<file path="src/rtl/key_event_gen.sv">
// Button front end: two-flop synchronisers, per-key debounce FSMs with one-cycle press events, and a switch-bank snapshot on select.
// Optional KEY_EVT_AUTOREPEAT_EN re-fires press events every REPEAT_CYCLES while a key stays pressed.
module key_event_gen #(
    parameter int NKEYS           = 2,
    parameter int SW_W            = 9,
    parameter int DEBOUNCE_CYCLES = 50000,
    parameter int REPEAT_CYCLES   = 25000000
) (
    input  logic             MAX10_CLK1_50,
    input  logic             rst,
    input  logic [NKEYS-1:0] KEY,
    input  logic [SW_W-1:0]  SW,
    output logic [NKEYS-1:0] press_pulse,
    output logic [NKEYS-1:0] held,
    output logic             move_strobe,
    output logic [3:0]       move_idx,
    output logic             move_valid
);

    localparam int CNT_W = $clog2(DEBOUNCE_CYCLES + 1);
    localparam int ONES_W = $clog2(SW_W + 1);
    localparam logic [CNT_W-1:0] DB_MAX = CNT_W'(DEBOUNCE_CYCLES);
    localparam logic [CNT_W-1:0] CNT_ONE = CNT_W'(1);

    typedef enum logic [1:0] {
        IDLE    = 2'd0,
        DB_DN   = 2'd1,
        PRESSED = 2'd2,
        DB_UP   = 2'd3
    } key_state_t;

    logic [NKEYS-1:0] key_s1_q, key_s1_d, key_s2_q, key_s2_d;
    logic [SW_W-1:0]  sw_s1_q, sw_s1_d, sw_s2_q, sw_s2_d;
    key_state_t       state_q [NKEYS];
    key_state_t       state_d [NKEYS];
    logic [CNT_W-1:0] cnt_q [NKEYS];
    logic [CNT_W-1:0] cnt_d [NKEYS];
    logic [NKEYS-1:0] pulse_q, pulse_d;
    logic [NKEYS-1:0] held_q, held_d;
    logic             strobe_q, strobe_d;
    logic [3:0]       idx_q, idx_d;
    logic             valid_q, valid_d;
    logic [ONES_W-1:0] ones;
    logic [3:0]       one_pos;

`ifdef KEY_EVT_AUTOREPEAT_EN
    localparam int RPT_W = (REPEAT_CYCLES > 1) ? $clog2(REPEAT_CYCLES) : 1;
    localparam logic [RPT_W-1:0] RPT_MAX = RPT_W'(REPEAT_CYCLES - 1);
    logic [RPT_W-1:0] rpt_q [NKEYS];
    logic [RPT_W-1:0] rpt_d [NKEYS];
`endif

    always_comb begin
        key_s1_d = KEY;
        key_s2_d = key_s1_q;
        sw_s1_d  = SW;
        sw_s2_d  = sw_s1_q;
        pulse_d  = '0;
        held_d   = '0;
        for (int k = 0; k < NKEYS; k++) begin
            state_d[k] = state_q[k];
            cnt_d[k]   = cnt_q[k];
`ifdef KEY_EVT_AUTOREPEAT_EN
            rpt_d[k]   = '0;
`endif
            case (state_q[k])
                IDLE: begin
                    if (!key_s2_q[k]) begin
                        state_d[k] = DB_DN;
                        cnt_d[k]   = CNT_ONE;
                    end
                end
                DB_DN: begin
                    if (key_s2_q[k]) begin
                        state_d[k] = IDLE;
                        cnt_d[k]   = '0;
                    end else if (cnt_q[k] == DB_MAX) begin
                        state_d[k] = PRESSED;
                        cnt_d[k]   = '0;
                        pulse_d[k] = 1'b1;
                    end else begin
                        cnt_d[k] = cnt_q[k] + CNT_ONE;
                    end
                end
                PRESSED: begin
                    if (key_s2_q[k]) begin
                        state_d[k] = DB_UP;
                        cnt_d[k]   = CNT_ONE;
                    end
`ifdef KEY_EVT_AUTOREPEAT_EN
                    else if (rpt_q[k] == RPT_MAX) begin
                        pulse_d[k] = 1'b1;
                    end else begin
                        rpt_d[k] = rpt_q[k] + RPT_W'(1);
                    end
`endif
                end
                default: begin
                    if (!key_s2_q[k]) begin
                        state_d[k] = PRESSED;
                        cnt_d[k]   = '0;
                    end else if (cnt_q[k] == DB_MAX) begin
                        state_d[k] = IDLE;
                        cnt_d[k]   = '0;
                    end else begin
                        cnt_d[k] = cnt_q[k] + CNT_ONE;
                    end
                end
            endcase
            held_d[k] = (state_d[k] == PRESSED) || (state_d[k] == DB_UP);
        end

        // Snapshot uses the same synchronised sample the select FSM saw.
        ones    = '0;
        one_pos = '0;
        for (int i = 0; i < SW_W; i++) begin
            if (sw_s2_q[i]) begin
                ones    = ones + ONES_W'(1);
                one_pos = 4'(i);
            end
        end
        strobe_d = pulse_d[0];
        idx_d    = idx_q;
        valid_d  = valid_q;
        if (pulse_d[0]) begin
            valid_d = (ones == ONES_W'(1));
            idx_d   = valid_d ? one_pos : 4'd0;
        end
    end

    always_ff @(posedge MAX10_CLK1_50) begin
        if (rst) begin
            key_s1_q <= '1;
            key_s2_q <= '1;
            sw_s1_q  <= '0;
            sw_s2_q  <= '0;
            pulse_q  <= '0;
            held_q   <= '1;
            strobe_q <= 1'b0;
            idx_q    <= '0;
            valid_q  <= 1'b0;
            for (int k = 0; k < NKEYS; k++) begin
                state_q[k] <= PRESSED;
                cnt_q[k]   <= '0;
`ifdef KEY_EVT_AUTOREPEAT_EN
                rpt_q[k]   <= '0;
`endif
            end
        end else begin
            key_s1_q <= key_s1_d;
            key_s2_q <= key_s2_d;
            sw_s1_q  <= sw_s1_d;
            sw_s2_q  <= sw_s2_d;
            pulse_q  <= pulse_d;
            held_q   <= held_d;
            strobe_q <= strobe_d;
            idx_q    <= idx_d;
            valid_q  <= valid_d;
            for (int k = 0; k < NKEYS; k++) begin
                state_q[k] <= state_d[k];
                cnt_q[k]   <= cnt_d[k];
`ifdef KEY_EVT_AUTOREPEAT_EN
                rpt_q[k]   <= rpt_d[k];
`endif
            end
        end
    end

    assign press_pulse = pulse_q;
    assign held        = held_q;
    assign move_strobe = strobe_q;
    assign move_idx    = idx_q;
    assign move_valid  = valid_q;

endmodule
</file>
<file path="config.mk">
export PLATFORM = sky130hd
export DESIGN_NAME = key_event_gen
export DESIGN_NICKNAME = d
export VERILOG_FILES = /design/src/rtl/key_event_gen.sv
export SDC_FILE = /design/constraint.sdc
export NUM_CORES = 1
export LEC_CHECK = 0
export CORE_ASPECT_RATIO = 1.2
export CORE_MARGIN = 8
export CORE_UTILIZATION = 40
export DETAILED_ROUTE_END_ITERATION = 10
export HOLD_SLACK_MARGIN = 0.05
export PLACE_DENSITY = 0.67
export SLEW_MARGIN = 20
export SYNTH_ARGS = -nofsm -noshare
export SYNTH_HDL_FRONTEND = slang
export SYNTH_SLANG_ARGS = --single-unit
</file>
<file path="constraint.sdc">
create_clock -name MAX10_CLK1_50 -period 10.3 [get_ports MAX10_CLK1_50]
set_input_delay 1.03 -clock MAX10_CLK1_50 [delete_from_list [all_inputs] [get_ports MAX10_CLK1_50]]
set_output_delay 1.03 -clock MAX10_CLK1_50 [all_outputs]
set_load 0.02 [all_outputs]
</file>
# Yosys cells after proc, flatten, opt, wreduce, memory -nomap -nowiden
# Memories as Yosys holds them, arrays and structs flattened.
# Cells that the tools add are included.
dict set report totals {
  mem_count 2
  input_bits 13
  output_inout_bits 10
  mem_bits_rw 36
  ff_bits 31
}
# name depth width rd rd_ports_with_merged_regs write_ports line
set mem_list {}
lappend mem_list {cnt_q 2 16 2 0 2 36} ;# logic [CNT_W-1:0] cnt_q [NKEYS];
lappend mem_list {state_q 2 2 2 0 2 34} ;# key_state_t state_q [NKEYS];
dict set report op_classes {
  addsub 10
  n_reduce_logical 5
  mux 55
  eq_ne 11
  n_bitwise 5
}
# op n
set ops {}
lappend ops {{2-to-1 mux 16 bit} 12}
lappend ops {{case mux 16 bit (3 select lines)} 2}
lappend ops {{2-to-1 mux 4 bit} 16}
lappend ops {{adder 16 x 1 -> 16 bit, second input constant} 2}
lappend ops {{adder 4 x 1 -> 4 bit, second input constant} 8}
lappend ops {{equality test 16 bit, second input constant} 2}
lappend ops {{2-to-1 mux 2 bit} 14}
lappend ops {{equality test 2 bit, second input constant} 6}
lappend ops {{case mux 2 bit (3 select lines)} 2}
lappend ops {{2-to-1 mux 1 bit} 9}
lappend ops {{equality test 2 x 1 -> 1 bit, second input constant} 2}
lappend ops {{equality test 4 x 1 -> 1 bit, second input constant} 1}
lappend ops {{logical NOT 2 bit} 2}
lappend ops {{OR 1 bit} 4}
lappend ops {{OR reduction 3 bit} 1}
lappend ops {{logical OR 1 bit} 2}
lappend ops {{NOT 1 bit} 1}

# Logic depth before layout (Yosys ltp)
dict set report depth {
  ltp_word 19
  mapped_depth 23
}

# Worst setup path before layout
# No wires, ideal clock.
dict set report synth_path {
  path_type {register to register}
  start {register sw_s2_q[0]}
  end {register idx_q[3], in the netlist move_idx[3]}
  path_buffers 1
  setup_time_ns 0.071
  t_required_ns 10.229
  slack_ns 5.439
  t_arrival_ns 4.790
  path_stages_with_launch 24
  period_less_slack_ns 4.861
  path_cell_list {dfxtp_1 -> inv_1 -> ha_1 -> buf_6 -> xor2_1 -> ha_1 -> a21o_1 -> ha_1 -> mux2_2 -> ha_1 -> a221o_1 -> ha_1 -> a221oi_1 -> inv_1 -> ha_1 -> nand2_1 -> o21ai_0 -> ha_1 -> nand2_1 -> xor2_1 -> xnor2_1 -> nor4_4 -> o211ai_1 -> a21oi_1}
}
dict set report synth_via {
  elab_chain_len 19
}
# item line
set synth_rtl {}
lappend synth_rtl {{start, declared} 33} ;# logic [SW_W-1:0] sw_s1_q, sw_s1_d, sw_s2_q, sw_s2_d;
lappend synth_rtl {{start signal, assigned} 153} ;# sw_s2_q <= sw_s2_d;
lappend synth_rtl {{2-to-1 mux 1 bit (*)} 117} ;# if (sw_s2_q[i]) begin
lappend synth_rtl {{adder 4 x 1 -> 4 bit} 118} ;# ones = ones + ONES_W'(1);
lappend synth_rtl {{2-to-1 mux 4 bit (*)} 117}
lappend synth_rtl {{adder 4 x 1 -> 4 bit} 118}
lappend synth_rtl {{2-to-1 mux 4 bit (*)} 117}
lappend synth_rtl {{adder 4 x 1 -> 4 bit} 118}
lappend synth_rtl {{2-to-1 mux 4 bit (*)} 117}
lappend synth_rtl {{adder 4 x 1 -> 4 bit} 118}
lappend synth_rtl {{[... 3 more ...]} -}
lappend synth_rtl {{adder 4 x 1 -> 4 bit} 118}
lappend synth_rtl {{2-to-1 mux 4 bit (*)} 117}
lappend synth_rtl {{adder 4 x 1 -> 4 bit} 118}
lappend synth_rtl {{2-to-1 mux 4 bit (*)} 117}
lappend synth_rtl {{adder 4 x 1 -> 4 bit} 118}
lappend synth_rtl {{2-to-1 mux 4 bit (*)} 117}
lappend synth_rtl {{equality test 4 x 1 -> 1 bit (*)} 126} ;# valid_d = (ones == ONES_W'(1));
lappend synth_rtl {{2-to-1 mux 4 bit (*)} 127} ;# idx_d = valid_d ? one_pos : 4'd0;
lappend synth_rtl {{end signal, assigned} 157} ;# idx_q <= idx_d;
lappend synth_rtl {{end, declared} 41} ;# logic [3:0] idx_q, idx_d;
# Mark *: on every way between the ends. The rest lies on a longest branch, timed or not.
# A chain may end at the register's enable or synchronous reset.

# Final worst setup path
# Same ends and word-level chain as after synthesis.

==> results summary <==
The run finished with clean final reports. The highest-delay cell along the critical path is a221oi_1. The tightest hold path in the finished design has a slack of 413 ps. The TritonCTS sink count came out at 67. Clock tree synthesis selected as its root buffer the cell clkbuf_8. The global-route usage over all layers came out at about 12%. The clock buffer count from CTS came out at 9. The first-pass GRT wire length came out at 11900 um.

Before CTS, the worst setup slack after placement is 5110 ps. The mean area per synthesized cell came out at 8.37 um2. The number of setup buffers added after CTS came out at 0.

The area growth from synthesis to layout is 12.2%. Of the total synthesized cell area, the portion taken by full adders, half adders and majority gates is 4.31%. After detailed placement, the design holds a cell count of about 530. The tightest min-delay check is of the flip-flop to flip-flop type. The overall via count from detail_route is between 2000 and 3000.

The via count of the first global-routing pass is 2754. The top fanout value on the critical path came out at 8. The number of top-level pins came out at 23. TritonCTS built the clock tree.

The count of pins over their slew limit is 0. The fmax came out at between 0.15 and 0.2 GHz. The starting utilization of the core area came out at 40.9%.

The top flip-flop cell by instance count after synthesis is dfxtp_1. Data on the critical path is required at its endpoint by 10570 ps. STA puts the critical path data arrival time at about 5500 ps. The pin count of the biggest net entering global routing came out at 67. The relative slew slack came out at 56.1%. The number of nets in the finished design came out at about 450. Across the routed clock network, the largest skew measured is 9.16 ps.

The remaining antenna violation count after routing is 0. After routing, the total negative slack on setup checks comes to 0 ps. The clock transition at the register clock pins on the worst setup and hold paths after CTS is about 70 ps.

The aggregate global routing overflow is 0. The count of distinct cell types in the synthesized netlist came out at 59. The total setup violations reported at the end of the flow is 0. Subtracting the final worst setup slack from the clock period gives 5210 ps. The final design utilization came out at 45.9%. The row count came out at 37.

The category of the worst setup path capture point is a flip-flop. Setup repair after global routing left no endpoint under its margin. The largest buffer count on any clock path is 2. The clock network latency to the later pin of the worst-skew pair is 340 ps. The HPWL after detailed placement is roughly 4700 um. The count of unresolved DRC violations after routing came out at 0. The final total power is about 0.52 mW.

The antenna diode instance count came out at 0. After synthesis, the share of cell area in mux cells is less than 1%. STA classifies the critical path startpoint as a flip-flop. The startpoint-to-endpoint class of the critical path is flip-flop to flip-flop.

The power density normalized to cell area came out at 133 nW/um2. The fraction of the mapped netlist area in compound gates is 17.9%. The sequential element share of the synthesized area came out at 38.5%.

The static leakage power is 1.36 nW. The floorplan die height came out at 118 um. The first detailed-routing pass ran for 4 iterations. At the pin with the least slew margin, the transition time is 658 ps. Counting every instance in the synthesized netlist gives ~420. In this run, synthesis inferred 0 flip-flops with an integrated enable. During placement, the flow inserted port buffers numbering 22. Yosys printed 0 warnings. The die outline area is around 12000 um2. The post-synthesis register bit count came out at 67.

The largest incremental delay on the critical path is 480 ps. The die width came out at 101 um. The library cell appearing most often on the critical path is ha_1. The design area came out at 3910 um2. The worst path setup slack after routing came out at 5090 ps.

Of the cells placed in the final design, the portion with a size suffix greater than 1 is about 8%. Across the VDD grid, the largest voltage drop is 0.0471 mV. The total area inside the core boundary comes to 8520 um2. The routability-driven placement congestion ratio is 0.820. The critical path goes through inv_1 > ha_1 > xor2_1 > ha_1 > a21o_1 > ha_1 > mux2_2 > ha_1 > a221o_1 > ha_1 > a221oi_1 > inv_1 > ha_1 > nand2_1 > o21ai_0 > ha_1 > nand2_1 > xor2_1 > xnor2_1 > nor4_4 > o211ai_1 > a21oi_1. The maximum level of the CTS H-tree is 3. Summed over all layers, the routed wires come to 6870 um.

The number of resized instances in the post-cts repair step is 0. Once placement finished, the instance area stood at approximately 3700 um2. After synthesis, the largest family of logic cells by area is simple AND/OR/NAND/NOR gates. Across the run, the number of max-cap violations was 0. The cell area after technology mapping came out at 3480 um2. The average wire per cell in the routed design came out at 12.5 um. The fraction of registers with async set or reset after synthesis came out at 0%. After layout, the worst path uses 50.6% of the clock period. The final-report hold violation count is 0.

The detail-routed via count per cell came out at 5.30. The total nets after synthesis is 441. The number of hold buffers added after CTS was 0. After the flow finishes, the layout carries non-filler instances totaling 549.

The initial antenna violation count is 0. The area share of and/or/nand/nor cells after synthesis came out at approximately 29%. The parity-gate share of the synthesized area counting xor and xnor cells is 5.10%.

The detailed router finished its first iteration with 125 violations.
-- sequential cells by signal, summed over array words and instances (netlist names), 2 cells and up --
| name | flops |
|---|---|
| sw_s2_q | 9 |
| cnt_q | 32 |
| state_q | 4 |
| key_s1_q | 2 |
| press_pulse | 2 |
| held | 2 |
| sw_s1_q | 9 |
| move_idx | 4 |
| key_s2_q | 2 |
-- worst max-delay path, delay by kind of cell (launching register included) --
kind | cells | cell delay, ps
adders and majority gates | 7 | 2080
buffers and inverters | 2 | 130
DFF | 1 | 340
and+or+nand+nor | 3 | 390
AOI/OAI and AO/OA | 6 | 1410
xor gates and xnor gates | 3 | 500
muxes | 1 | 280
-- power breakdown --
group | internal, mW | total [mW] | leakage [nW] | switching (mW)
Clock | 0.0871 | 0.186 | 0.0822 | 0.0991
Combinational | 0.0276 | 0.0612 | 0.736 | 0.0336
Sequential | 0.265 | 0.271 | 0.546 | 0.00614
Total | 0.379 | 0.518 | 1.36 | 0.139
-- synth_stat cells (5+ instances only) --
library cell | number | share of area [%]
a21oi_1 | 33 | 4.7
a311oi_1 | 7 | 1.8
a31oi_1 | 8 | 1.4
and2_1 | 6 | 1.1
and3_1 | 5 | 0.90
clkbuf_1 | 17 | 1.8
dfxtp_1 | 67 | 39
ha_1 | 12 | 4.3
inv_1 | 14 | 1.5
nand2_1 | 37 | 4.0
nand3_1 | 12 | 1.7
nand4_1 | 5 | 0.90
nor2_1 | 44 | 4.7
nor2b_1 | 19 | 3.4
nor3_1 | 8 | 1.2
nor3b_1 | 9 | 1.9
nor4_1 | 7 | 1.3
o21ai_0 | 21 | 3.0
or2_2 | 7 | 1.3
or3_1 | 8 | 1.4
xnor2_1 | 6 | 1.5
xor2_1 | 6 | 1.5
-- cell type report --
type / instances / area, um2
Fill cell: 860 / 4610
Clock buffer: 10 / 128
Multi-Input combinational cell: 313 / 1980
Inverter: 14 / 52.6
Clock inverter: 6 / 42.5
Timing Repair Buffer: 22 / 218
Tap cell: 117 / 146
Sequential cell: 67 / 1340
-- kinds of logic after synthesis --
logic type / count (synthesis)
AO/OA/AOI/OAI: 99
AND/OR/NAND/NOR: 186
buffers and inverters: 36
XOR/XNOR: 15
adder cells (fa/ha/maj): 12
flip-flops: 67
multiplexers: 1
-- layer usage --
layer	share of wire (%)	up-vias	GRT usage [%]	wire length [um]
met5	0	-	0	0
met4	2.1	0	6.44	145
met3	2.8	11	3.52	193
met2	50	26	21.6	3450
met1	45	1363	12.7	3080
li1	-	1512	-	-
-- layout by cell type, fill, tap and decap left out, drive strengths merged, types with 3 or more instances in the layout --
master	instances
dfxtp	67
nor2	44
nand2	37
a21oi	33
o21ai	25
clkdlybuf4s50	21
nor2b	19
inv	14
nand3	12
ha	12
clkbuf	10
nor3b	9
or3	9
nor4	9
nor3	8
a31oi	8
or2	8
a311oi	7
xnor2	6
xor2	6
and2	6
nand4	5
and3	5
a211o	4
o21a	4
clkinv	4
a211oi	3
or4	3
-- final timing paths --
check                               from                        to  slack (ps)  cells after the start
setup reg to reg   sw_s2_q[0]$_SDFF_PP0_  move_idx[3]$_SDFFE_PP0P_        5090                     22
setup / recovery   sw_s2_q[0]$_SDFF_PP0_  move_idx[3]$_SDFFE_PP0P_        5090                     22
hold reg to reg   key_s1_q[1]$_SDFF_PP1_    key_s2_q[1]$_SDFF_PP1_         410                      1
hold / removal    key_s1_q[1]$_SDFF_PP1_    key_s2_q[1]$_SDFF_PP1_         410                      1
No activity file was read; power rests on OpenSTA's default activity.
